--- config.mk ---
export PLATFORM = sky130hd
export DESIGN_NAME = adc_ltc2308_seq_flat
export DESIGN_NICKNAME = d
export VERILOG_FILES = /design/src/rtl/adc_ltc2308_seq_if.sv /design/src/rtl/adc_ltc2308_seq.sv /design/src/flat_wrapper.sv
export SDC_FILE = /design/constraint.sdc
export NUM_CORES = 1
export LEC_CHECK = 0
export ABC_AREA = 1
export CAP_MARGIN = 40
export CORE_ASPECT_RATIO = 0.7
export CORE_MARGIN = 1.5
export CORE_UTILIZATION = 40
export CTS_BUF_LIST = sky130_fd_sc_hd__clkbuf_16
export CTS_CLUSTER_DIAMETER = 40
export DETAILED_ROUTE_END_ITERATION = 6
export GPL_TIMING_DRIVEN = 0
export HOLD_SLACK_MARGIN = 0.15
export SLEW_MARGIN = 20
export SYNTH_ARGS = -nofsm -noshare
export SYNTH_HDL_FRONTEND = slang
export SYNTH_SLANG_ARGS = --single-unit
--- constraint.sdc ---
create_clock -name clk -period 1.9 [get_ports clk]
set_input_delay 0.38 -clock clk [delete_from_list [all_inputs] [get_ports clk]]
set_output_delay 0.38 -clock clk [all_outputs]
set_load 0.02 [all_outputs]
--- src/rtl/adc_ltc2308_seq_if.sv ---
// Sample stream leaving the LTC2308 scan sequencer: one tagged 12-bit result per transfer.
// A transfer happens on a clk edge where sample_valid && sample_ready; the producer holds
// data/ch stable while valid is high and not accepted, and never drops valid without a transfer.
interface adc_ltc2308_seq_if;
    logic [11:0] sample_data;
    logic [2:0]  sample_ch;
    logic        sample_valid;
    logic        sample_ready;

    modport master (
        output sample_data,
        output sample_ch,
        output sample_valid,
        input  sample_ready
    );

    modport slave (
        input  sample_data,
        input  sample_ch,
        input  sample_valid,
        output sample_ready
    );
endinterface

--- src/rtl/adc_ltc2308_seq.sv ---
// Autonomous round-robin scan sequencer for the LTC2308 8-channel 12-bit SPI ADC.
// Each frame: CONVST pulse, 12 SCK periods (config word out, result in), acquisition gap.
module adc_ltc2308_seq #(
    parameter int CLK_DIV     = 2,
    parameter int CONV_CYCLES = 80,
    parameter int ACQ_CYCLES  = 16
) (
    input  logic                     clk,
    input  logic                     rst,
    input  logic                     enable,
    input  logic [2:0]               ch_last,
    input  logic                     uni,
    output logic                     adc_convst,
    output logic                     adc_sck,
    output logic                     adc_sdi,
    input  logic                     adc_sdo,
    adc_ltc2308_seq_if.master        smp,
    output logic                     overrun,
    input  logic                     overrun_clr,
    output logic                     busy,
    output logic [1:0]               state_dbg
);

    typedef enum logic [1:0] {
        IDLE  = 2'd0,
        CONV  = 2'd1,
        SHIFT = 2'd2,
        ACQ   = 2'd3
    } state_t;

    localparam int CW = 16;

    state_t        state, state_nx;
    logic [CW-1:0] cnt, cnt_nx;
    logic [3:0]    bit_cnt, bit_cnt_nx;
    logic          sck_nx, convst_nx, sdi_nx;
    logic          frame_start, frame_end, sck_rise;

    logic [2:0]    cur_ch, cfg_ch, prev_ch, ch_next;
    logic          cfg_uni, primed;
    logic [11:0]   shreg;
    logic [5:0]    word;
    logic          accept, deliver, load_smp, drop_smp;

    // LTC2308 DIN word: S/D, O/S, S1, S0, UNI, SLP; O/S carries the channel LSB.
    assign word      = {1'b1, cfg_ch[0], cfg_ch[2], cfg_ch[1], cfg_uni, 1'b0};
    assign busy      = (state != IDLE);
    assign state_dbg = state;
    assign ch_next   = (cur_ch >= ch_last) ? 3'd0 : cur_ch + 3'd1;

    always_comb begin
        state_nx    = state;
        cnt_nx      = cnt + CW'(1);
        bit_cnt_nx  = bit_cnt;
        sck_nx      = adc_sck;
        frame_start = 1'b0;
        frame_end   = 1'b0;
        sck_rise    = 1'b0;
        case (state)
            IDLE: begin
                cnt_nx = '0;
                if (enable) begin
                    state_nx    = CONV;
                    frame_start = 1'b1;
                end
            end
            CONV: begin
                if (cnt == CW'(CONV_CYCLES - 1)) begin
                    state_nx   = SHIFT;
                    cnt_nx     = '0;
                    bit_cnt_nx = '0;
                    sck_nx     = 1'b0;
                end
            end
            SHIFT: begin
                if (cnt == CW'(CLK_DIV - 1)) begin
                    cnt_nx = '0;
                    sck_nx = ~adc_sck;
                    if (!adc_sck) begin
                        sck_rise = 1'b1;
                    end else begin
                        bit_cnt_nx = bit_cnt + 4'd1;
                        if (bit_cnt == 4'd11) begin
                            state_nx  = ACQ;
                            frame_end = 1'b1;
                        end
                    end
                end
            end
            ACQ: begin
                if (cnt == CW'(ACQ_CYCLES - 1)) begin
                    cnt_nx = '0;
                    if (enable) begin
                        state_nx    = CONV;
                        frame_start = 1'b1;
                    end else begin
                        state_nx = IDLE;
                    end
                end
            end
            default: state_nx = IDLE;
        endcase

        convst_nx = (state_nx == CONV);
        // SDI leads each SCK period: set on SHIFT entry and on every falling edge.
        sdi_nx = 1'b0;
        if (state_nx == SHIFT && bit_cnt_nx < 4'd6) begin
            sdi_nx = word[3'd5 - bit_cnt_nx[2:0]];
        end
    end

    always_ff @(posedge clk or posedge rst) begin
        if (rst) begin
            state      <= IDLE;
            cnt        <= '0;
            bit_cnt    <= '0;
            adc_convst <= 1'b0;
            adc_sck    <= 1'b0;
            adc_sdi    <= 1'b0;
        end else begin
            state      <= state_nx;
            cnt        <= cnt_nx;
            bit_cnt    <= bit_cnt_nx;
            adc_convst <= convst_nx;
            adc_sck    <= sck_nx;
            adc_sdi    <= sdi_nx;
        end
    end

    assign accept   = smp.sample_valid & smp.sample_ready;
    assign deliver  = frame_end & primed;
    assign load_smp = deliver & (~smp.sample_valid | accept);
    assign drop_smp = deliver & smp.sample_valid & ~accept;

    // The result shifted out in a frame belongs to the channel configured one frame earlier.
    always_ff @(posedge clk or posedge rst) begin
        if (rst) begin
            cur_ch           <= '0;
            cfg_ch           <= '0;
            prev_ch          <= '0;
            cfg_uni          <= 1'b0;
            primed           <= 1'b0;
            shreg            <= '0;
            smp.sample_data  <= '0;
            smp.sample_ch    <= '0;
            smp.sample_valid <= 1'b0;
            overrun          <= 1'b0;
        end else begin
            if (frame_start) begin
                cfg_ch  <= cur_ch;
                cfg_uni <= uni;
            end
            if (sck_rise) begin
                shreg <= {shreg[10:0], adc_sdo};
            end
            if (frame_end) begin
                prev_ch <= cfg_ch;
                cur_ch  <= ch_next;
            end
            if (state == ACQ && state_nx == IDLE) begin
                primed <= 1'b0;
            end else if (frame_end) begin
                primed <= 1'b1;
            end
            if (load_smp) begin
                smp.sample_data  <= shreg;
                smp.sample_ch    <= prev_ch;
                smp.sample_valid <= 1'b1;
            end else if (accept) begin
                smp.sample_valid <= 1'b0;
            end
            if (drop_smp) begin
                overrun <= 1'b1;
            end else if (overrun_clr) begin
                overrun <= 1'b0;
            end
        end
    end

endmodule

--- src/flat_wrapper.sv ---
// flat-port wrapper written by rule: the top's interface ports become plain ports
module adc_ltc2308_seq_flat 
#(
    parameter int CLK_DIV     = 2,
    parameter int CONV_CYCLES = 80,
    parameter int ACQ_CYCLES  = 16
)
  (clk, rst, enable, ch_last, uni, adc_convst, adc_sck, adc_sdi, adc_sdo, overrun, overrun_clr, busy, state_dbg, smp_sample_data, smp_sample_ch, smp_sample_valid, smp_sample_ready);
  adc_ltc2308_seq_if smp_i ();
  input  logic clk;
  input  logic rst;
  input  logic enable;
  input  logic [2:0] ch_last;
  input  logic uni;
  output logic adc_convst;
  output logic adc_sck;
  output logic adc_sdi;
  input  logic adc_sdo;
  output logic overrun;
  input  logic overrun_clr;
  output logic busy;
  output logic [1:0] state_dbg;
  output wire logic [$bits(smp_i.sample_data)-1:0] smp_sample_data;
  output wire logic [$bits(smp_i.sample_ch)-1:0] smp_sample_ch;
  output wire logic [$bits(smp_i.sample_valid)-1:0] smp_sample_valid;
  input wire logic [$bits(smp_i.sample_ready)-1:0] smp_sample_ready;
  assign smp_sample_data = smp_i.sample_data;
  assign smp_sample_ch = smp_i.sample_ch;
  assign smp_sample_valid = smp_i.sample_valid;
  assign smp_i.sample_ready = smp_sample_ready;
  adc_ltc2308_seq #(.CLK_DIV(CLK_DIV), .CONV_CYCLES(CONV_CYCLES), .ACQ_CYCLES(ACQ_CYCLES)) u_core (.clk(clk), .rst(rst), .enable(enable), .ch_last(ch_last), .uni(uni), .adc_convst(adc_convst), .adc_sck(adc_sck), .adc_sdi(adc_sdi), .adc_sdo(adc_sdo), .smp(smp_i), .overrun(overrun), .overrun_clr(overrun_clr), .busy(busy), .state_dbg(state_dbg));
endmodule
Word level (Yosys, flattened, before mapping)
Cells that the tools add are included.
{ "word_totals": {"regBits": 65, "input_bits": 10, "out_inout_bits": 23, "word_cells": 92} }
{ "classes": {"addsub": 4, "n_lt_le_gt_ge": 3, "eq_ne": 11, "n_mux": 39, "n_bitwise": 9, "reduce_logical": 10} }
{ "ops": {"columns": ["operator", "count"], "rows": [
  ["$pmux W16 S4", 1],
  ["$mux W16", 3],
  ["$mux W1", 20],
  ["$add A16 B1 Y16 const B", 1],
  ["$eq A16 B1 Y1 const B", 1],
  ["$eq A16 B4 Y1 const B", 1],
  ["$eq A16 B7 Y1 const B", 1],
  ["$mux W2", 6],
  ["$mux W4", 3],
  ["$reduce_bool A2 Y1", 5],
  ["$pmux W2 S4", 1],
  ["$pmux W4 S2", 1],
  ["$eq A2 B2 Y1 const B", 3],
  ["$and A1 B1 Y1", 5],
  ["$add A4 B1 Y4 const B", 1],
  ["$eq A2 B1 Y1 const B", 2],
  ["$eq A4 B4 Y1 const B", 1],
  ["$logic_not A2 Y1", 2],
  ["$lt A3 B4 Y1 const B", 1],
  ["$lt A4 B3 Y1 const B", 1],
  ["$ne A2 B1 Y1 const B", 2],
  ["$pmux W1 S2", 2],
  ["$add A3 B1 Y3 const B", 1],
  ["$bmux W1 S3", 1],
  ["other kinds (7)", 10]
]} }

Depth between registers and ports, before layout
Gate-level depths: netlist (run 1).
{ "logic_depth": {"depth_word": 9, "depth_mapped": 13, "depth_no_buf": 13} }

Worst setup path before layout (run 1)
Ideal clock, no wire load.
{ "synth_path": {"kind": "register to register", "startpoint": "register u_core.state[0] (netlist: u_core.state_dbg[0])", "endpoint": "register u_core.smp.sample_data[3]", "setup_ns": 0.118, "arrival_ns": 1.702, "required_time_ns": 1.782, "setup_slack_ns": 0.080, "stages_incl_launch_ff": 9, "path_buffers": 1, "period_less_slack_ns": 1.820, "cell_sequence": "dfrtp_1 > inv_1 > ha_1 > inv_1 > nor4_4 > nand3_2 > buf_6 > nand2_1 > o21ai_2"} }
{ "synth_via": {"elab_chain_len": 4} }
{ "synth_rtl": {"columns": ["item", "line_no", "rtl"], "rows": [
  ["from (decl)", "adc_ltc2308_seq.sv:33", "state_t state, state_nx;"],
  ["from (signal assigned)", "adc_ltc2308_seq.sv:121", "state <= state_nx;"],
  ["$eq A2 B2 Y1", "adc_ltc2308_seq.sv:59", "case (state)"],
  ["$mux W1", "adc_ltc2308_seq.sv:59", null],
  ["$and A1 B1 Y1", "adc_ltc2308_seq.sv:131", "assign deliver = frame_end & primed;"],
  ["$and A1 B1 Y1", "adc_ltc2308_seq.sv:132", "assign load_smp = deliver & (~smp.sample_valid | accept);"],
  ["to (signal assigned)", "adc_ltc2308_seq.sv:166", "smp.sample_data <= shreg;"],
  ["to (decl)", "adc_ltc2308_seq_if.sv:11", "output sample_data,"]
]} }
No other way between the ends.
A chain may end at the register's enable or synchronous reset.

Final worst setup path (run 1)
{ "layout_path": {"startpoint": "register u_core.state[0] (netlist: u_core.state_dbg[0])", "endpoint": "output state_dbg[0]"} }
{ "layout_lines": {"columns": ["item", "line_no", "rtl"], "rows": [
  ["to (decl)", "flat_wrapper.sv:22", "output logic [1:0] state_dbg;"]
]} }
No word-level cell between the ends.

==> out/metrics.csv, run 1 <==
metric,value,unit
outcome,finished clean,
Final Util,0.532,
synthesized instance count,370,
Post-synth EDFFs,0,
drt first pass iters,4,
WP data required,1.52,ns
critical path capture point type,output port,
# DRC,0,
"Clk Latency, worst-skew pair",0.33,ns
Port Buffers,32,
total gr overflow,0,
CTS tree,yes,
Max-Cap Viols,0,
Finished Layout Cells,529,
top_reg_cell synth,dfrtp_1,
Placed Instances,505,
Worst VDD drop,0.596,mV
clock tree buffer depth,2,
drt total wl,6860,um
Routed Antenna Nets,0,
max_slew headroom,0.737,
die area,0.00870,mm2
Die Ht,78.5,um
Final period util,0.959,
final net count,445,
synthesized area,0.00326,mm2
Ports,33,
CTS buffer count,9,
CP Max Fanout,3,
core area,0.00787,mm2
vias in the first global route,2460,
RSZ-0062 raised after global routing,yes,
"Data arrival, critical path",1.44,ns
Reg power frac,0.389,
post-synthesis sequential area ratio,0.499,
yosys warns,0,
fmax,0.549,GHz
final total power,4.03,mW
final hold vios,0,
Setup crit start kind,flop,
n_diodes,0,
internal power,2.83,mW
Worst-Margin Slew,0.391,ns
Clk pwr share,0.392,
Yosys reg bits,65,
Final min period,1.82,ns
Sw Ratio,0.297,
dpl hpwl,4950,um
GP Congestion,0.823,
global-route wire length before repair,11800,um
clock skew,0.00532,ns
Setup CP Type,reg -> out,
Initial Util,0.414,
Syn Nets,391,
root buf cell,clkbuf_16,
Lkg Pwr,1.95,nW
DR iter-0 viols,153,
CTS Hold Bufs,0,
CTS Sinks,65,
share of layout cells above drive strength 1,0.213,
PwrDens,963,mW/mm2
Comb pwr share,0.219,
Die Wd,111,um
H-Tree Depth,3,
Cell Rows,27,
area grow syn2layout,28.5,%
Hold WS,0.389,ns
Vias/cell,4.86,
"Slew Viols, Final",0,
fraction of registers with async set/reset,1.00,
pin count of the biggest net entering global routing,33,
antenna violations before repair,0,
count of different cell masters after synthesis,39,
Final setup viols,0,
Hold Path Class,in -> async,
"Reg clk slew, reported paths",0.06,ns
wire length per cell,13.0,um
vias,2570,
setup TNS,0,ns
net load switching power,1.19,mW
Syn Area/Cell,8.80,um2
GRT Util Overall,0.174,
==> kinds of logic (layout without fill, tap and decap cells) <==
family,Yosys count,after routing,share of synthesized area
compound gates,60,60,0.116
xor+xnor,5,5,0.0134
fa+ha+maj,11,11,0.0423
buf+inv,64,122,0.0822
flops,65,65,0.499
mux,1,1,0.00461
simple gates,164,164,0.242
==> path summary, 6_finish.rpt <==
| path | from | end | slack (ns) | cells past startpoint |
|---|---|---|---|---|
| max | u_core.state_dbg[0] | state_dbg[0] | 0.08 | 2 |
| max in group asynchronous | rst | u_core.smp.sample_valid | 1.03 | 3 |
| max reg2reg | u_core.cnt[1] | u_core.cnt[9] | 0.10 | 10 |
| min | rst | u_core.smp.sample_data[8] | 0.39 | 2 |
| min in group clk | u_core.smp.sample_data[5] | u_core.smp.sample_data[5] | 0.48 | 2 |
| min reg2reg | u_core.smp.sample_data[5] | u_core.smp.sample_data[5] | 0.48 | 2 |
==> cell usage in the layout, fill, tap and decap left out, drive strengths merged <==
master and count:
dlymetal6s2s 1, o22ai 1, o21ai 39, nand2 85, o221a 1, o211a 1
bufinv 1, xnor2 2, buf 15, clkinvlp 3, o21a 1, nand3b 2
clkbuf 11, inv 56, clkinv 3, ha 11, xor2 3, nor3 8
nor3b 1, mux2 1, nor4 3, dfrtp 65, or2 3, clkdlybuf4s15 2
clkdlybuf4s50 30, nand3 19, a31oi 2, nor2 38, a21oi 15, nand4 5
==> registers in the layout, indices dropped and copies added (netlist names), 2 cells and up <==
name                    cells
u_core.cfg_ch               3
u_core.smp.sample_ch        3
u_core.state_dbg            2
u_core.smp.sample_data     12
u_core.shreg               12
u_core.cnt                 16
u_core.bit_cnt              4
u_core.cur_ch               3
u_core.prev_ch              3
==> layout make-up <==
| class | count | area (um2) |
|---|---|---|
| Sequential cell | 65 | 1630 |
| Clock inverter | 6 | 60.1 |
| Inverter | 57 | 218 |
| Fill cell | 729 | 3690 |
| Timing Repair Buffer | 43 | 447 |
| Clock buffer | 9 | 225 |
| Multi-Input combinational cell | 241 | 1420 |
| Tap cell | 101 | 126 |
| Buffer | 7 | 56.3 |
==> worst max-delay path, stage by stage, from the launching register on <==
cell and delay, ns:
dfrtp_1 0.40, buf_4 0.13, clkdlybuf4s50_1 0.59
==> power by group through the flow <==
stage / clock [mW] / combinational [mW] / sequential (mW)
2_1_floorplan: 0 / 0.503 / 1.59
3_3_place_gp: 0 / 0.738 / 1.58
3_5_place_dp: 0 / 0.762 / 1.58
4_1_cts: 1.62 / 0.818 / 1.56
5_1_grt: 1.68 / 0.990 / 1.58
6_report: 1.58 / 0.883 / 1.57
==> cells in the mapped netlist, drive strengths merged (2+ instances only) <==
cell	count	area, um2
nand2	85	334
dfrtp	65	1630
inv	57	214
o21ai	39	255
nor2	38	163
nand3	19	105
a21oi	15	75.1
ha	11	138
nor3	8	55.1
buf	5	46.3
nand4	5	37.5
nor4	3	40.0
or2	3	18.8
xor2	3	26.3
a31oi	2	12.5
clkbuf	2	7.51
nand3b	2	27.5
xnor2	2	17.5
==> through the flow <==
step,worst slack [ns],area (um2)
floorplan,0.0799,3260
global placement,-0.0976,3710
detailed placement,-0.114,3750
CTS,0.00538,4070
global route,-0.0360,4180
finish,0.0773,4180
==> metal layers <==
layer | wire length, um | track usage
met5 | 0 | 0
met1 | 3610 | 0.244
met2 | 2870 | 0.252
met4 | 124 | 0.0692
met3 | 257 | 0.0517
==> what timing repair did <==
item,4_1_cts,5_1_grt
gates cloned,0,1
setup endpoints to repair,17,53
resized for setup,5,24
pin swaps,4,4
setup buffers,4,4
No activity file was read; power rests on OpenSTA's default activity.
==> run 2, diff against run 1 <==
==> constraint.sdc (replaced) <==
create_clock -name clk -period 1.9 [get_ports clk]
set_input_delay 0.19 -clock clk [delete_from_list [all_inputs] [get_ports clk]]
set_output_delay 0.19 -clock clk [all_outputs]
set_load 0.02 [all_outputs]
==> run 2 against run 1 <==
  * Die area is the same
  * Power grew 2.9%
  * First-iteration DRC count is the same
  * Clock skew is essentially flat
  * Highest routed layer unchanged
  * Largest cell class unchanged
==> out/metrics.csv, run 2 (synthesis gave the netlist of run 1 again) <==
metric,value,unit,change
Setup CP Type,reg -> reg,,
H-Tree Depth,3,,unchanged
Lkg Pwr,1.96,nW,+0.47%
met2 WL,2950,um,+2.6%
Die Ht,78.5,um,unchanged
Largest regs,"u_core.cnt x16, u_core.shreg x12, u_core.smp.sample_data x12",,
clock tree buffer depth,2,,unchanged
pin count of the biggest net entering global routing,56,,+70%
final hold vios,0,,unchanged
CTS Sinks,65,,unchanged
Die Wd,111,um,unchanged
"Data arrival, critical path",2.01,ns,+0.57 ns
Worst-Margin Slew,0.425,ns,+0.0337 ns
WL met3,234,um,-8.9%
CTS tree,yes,,
clock skew,0.00534,ns,+0.0000184 ns
Largest register FFs,16,,unchanged
Final period util,0.942,,-0.0174
root buf cell,clkbuf_16,,
Hold Path Class,in -> reg,,
CP Max Fanout,10,,+7
PwrDens,983,mW/mm2,+2.0%
drt first pass iters,6,,+2
critical path capture point type,flop,,
total gr overflow,0,,unchanged
die area,0.00870,mm2,unchanged
Final Util,0.536,,+0.00461
Port Buffers,32,,unchanged
Critical Path Most Common Cell,inv_2,,
dpl hpwl,4840,um,-2.3%
GRT Util Overall,0.168,,-0.00582
global-route wire length before repair,11500,um,-3.1%
Setup crit start kind,flop,,
Initial Util,0.414,,unchanged
Final min period,1.79,ns,-0.0330 ns
area grow syn2layout,29.6,%,
GP Congestion,0.806,,-2.1%
max_slew headroom,0.717,,-0.0200
WL met1,3720,um,+3.2%
final net count,446,,+0.22%
"Reg clk slew, reported paths",0.05,ns,about the same
drt total wl,6990,um,+1.9%
vias,2551,,-0.74%
share of layout cells above drive strength 1,0.196,,-0.0164
Ports,33,,unchanged
Critical-path top delay cell,dfrtp_2,,
# DRC,0,,unchanged
Cell Rows,27,,unchanged
wire length per cell,13.2,um,+1.9%
Max-Cap Viols,0,,unchanged
"most common cell after layout, fill and taps aside",nand2_1,,
n_diodes,0,,unchanged
crit-path cells,inv_2 -> ha_4 -> inv_2 -> nor4_4 -> nand3_4 -> buf_6 -> nand2_1 -> o21ai_2,,
outcome,finished clean,,
DR iter-0 viols,153,,unchanged
Top Metal Used,met4,,
RSZ-0062 raised after global routing,yes,,
fmax,0.559,GHz,+1.8%
Vias/cell,4.82,,-0.74%
"Clk Latency, worst-skew pair",0.33,ns,about the same
setup TNS,0,ns,unchanged
"Slew Viols, Final",0,,unchanged
core area,0.00787,mm2,unchanged
Max stage delay on crit path,0.45,ns,-0.14 ns
WP data required,2.12,ns,+0.60 ns
Worst VDD drop,0.579,mV,-2.9%
CTS buffer count,9,,unchanged
most frequent cells in the layout,"nand2_1 (76), dfrtp_1 (62), inv_1 (53), nor2_1 (34), clkdlybuf4s50_1 (31)",,
Routed Antenna Nets,0,,unchanged
most flop-heavy register,u_core.cnt,,
vias in the first global route,2326,,-5.4%
antenna violations before repair,0,,unchanged
Final setup viols,0,,unchanged
## run 2: power by group
| group | internal, mW | switching, mW | leakage [nW] | total (mW) |
|---|---|---|---|---|
| Sequential | 1.49 | 0.0865 | 0.880 | 1.58 |
| Clock | 1.12 | 0.563 | 0.146 | 1.68 |
| Combinational | 0.363 | 0.525 | 0.933 | 0.888 |
| Total | 2.97 | 1.18 | 1.96 | 4.15 |
## run 2: area by class of cell
cell class	instances	area [um2]
plain buffers	7	58.8
clock buffers	9	225
clock inverters	5	72.6
fillers	731	3650
inverters	57	216
multi-input cells	241	1430
flip-flops and latches	65	1630
well taps	101	126
repair buffers	44	462
## run 2: path summary, 6_finish.rpt
| path | startpoint | end | slack (ns) | cells after the start |
|---|---|---|---|---|
| max reg2reg | u_core.state_dbg[0] | u_core.smp.sample_data[0] | 0.11 | 8 |
| min | overrun_clr | u_core.overrun | 0.46 | 2 |
| max | u_core.state_dbg[0] | u_core.smp.sample_data[0] | 0.11 | 8 |
| min reg2reg | u_core.smp.sample_data[10] | u_core.smp.sample_data[10] | 0.48 | 2 |
| max in group asynchronous | rst | u_core.cnt[5] | 0.72 | 4 |
| min in group asynchronous | rst | u_core.cnt[13] | 0.67 | 3 |
## run 2: metal layers
layer	global-route usage	up-vias
met5	0	-
li1	-	1291
met1	0.237	1207
met2	0.248	46
met4	0.0615	0
met3	0.0463	7
## run 2: what timing repair did
item	4_1_cts	5_1_grt
resized for setup	2	25
gates cloned	0	1
setup endpoints to repair	17	44
pin swaps	2	4
endpoints found under the hold margin	10	0
hold buffers	1	0
setup buffers	1	8
## run 2: metrics by stage
| step | power (mW) | hold WS, ns | setup slack, ns | instance area (um2) | instances |
|---|---|---|---|---|---|
| 3_3_place_gp | 2.31 | 0.466 | -1.13 | 3700 | 503 |
| 2_1_floorplan | 2.09 | 0.298 | 0.0799 | 3260 | 370 |
| 4_1_cts | 4.04 | 0.452 | 0.00586 | 4050 | 520 |
| 3_5_place_dp | 2.34 | 0.468 | -0.171 | 3730 | 504 |
| 6_report | 4.15 | 0.461 | 0.110 | 4220 | 529 |
| 5_1_grt | 4.34 | 0.466 | -0.0345 | 4220 | 529 |
## run 2: worst max-delay path: cells and delay by family (launching register included)
family,cells,cell delay [ns]
flops,1,0.45
simple gates,3,0.62
buf+inv,3,0.38
fa+ha+maj,1,0.18
compound gates,1,0.05
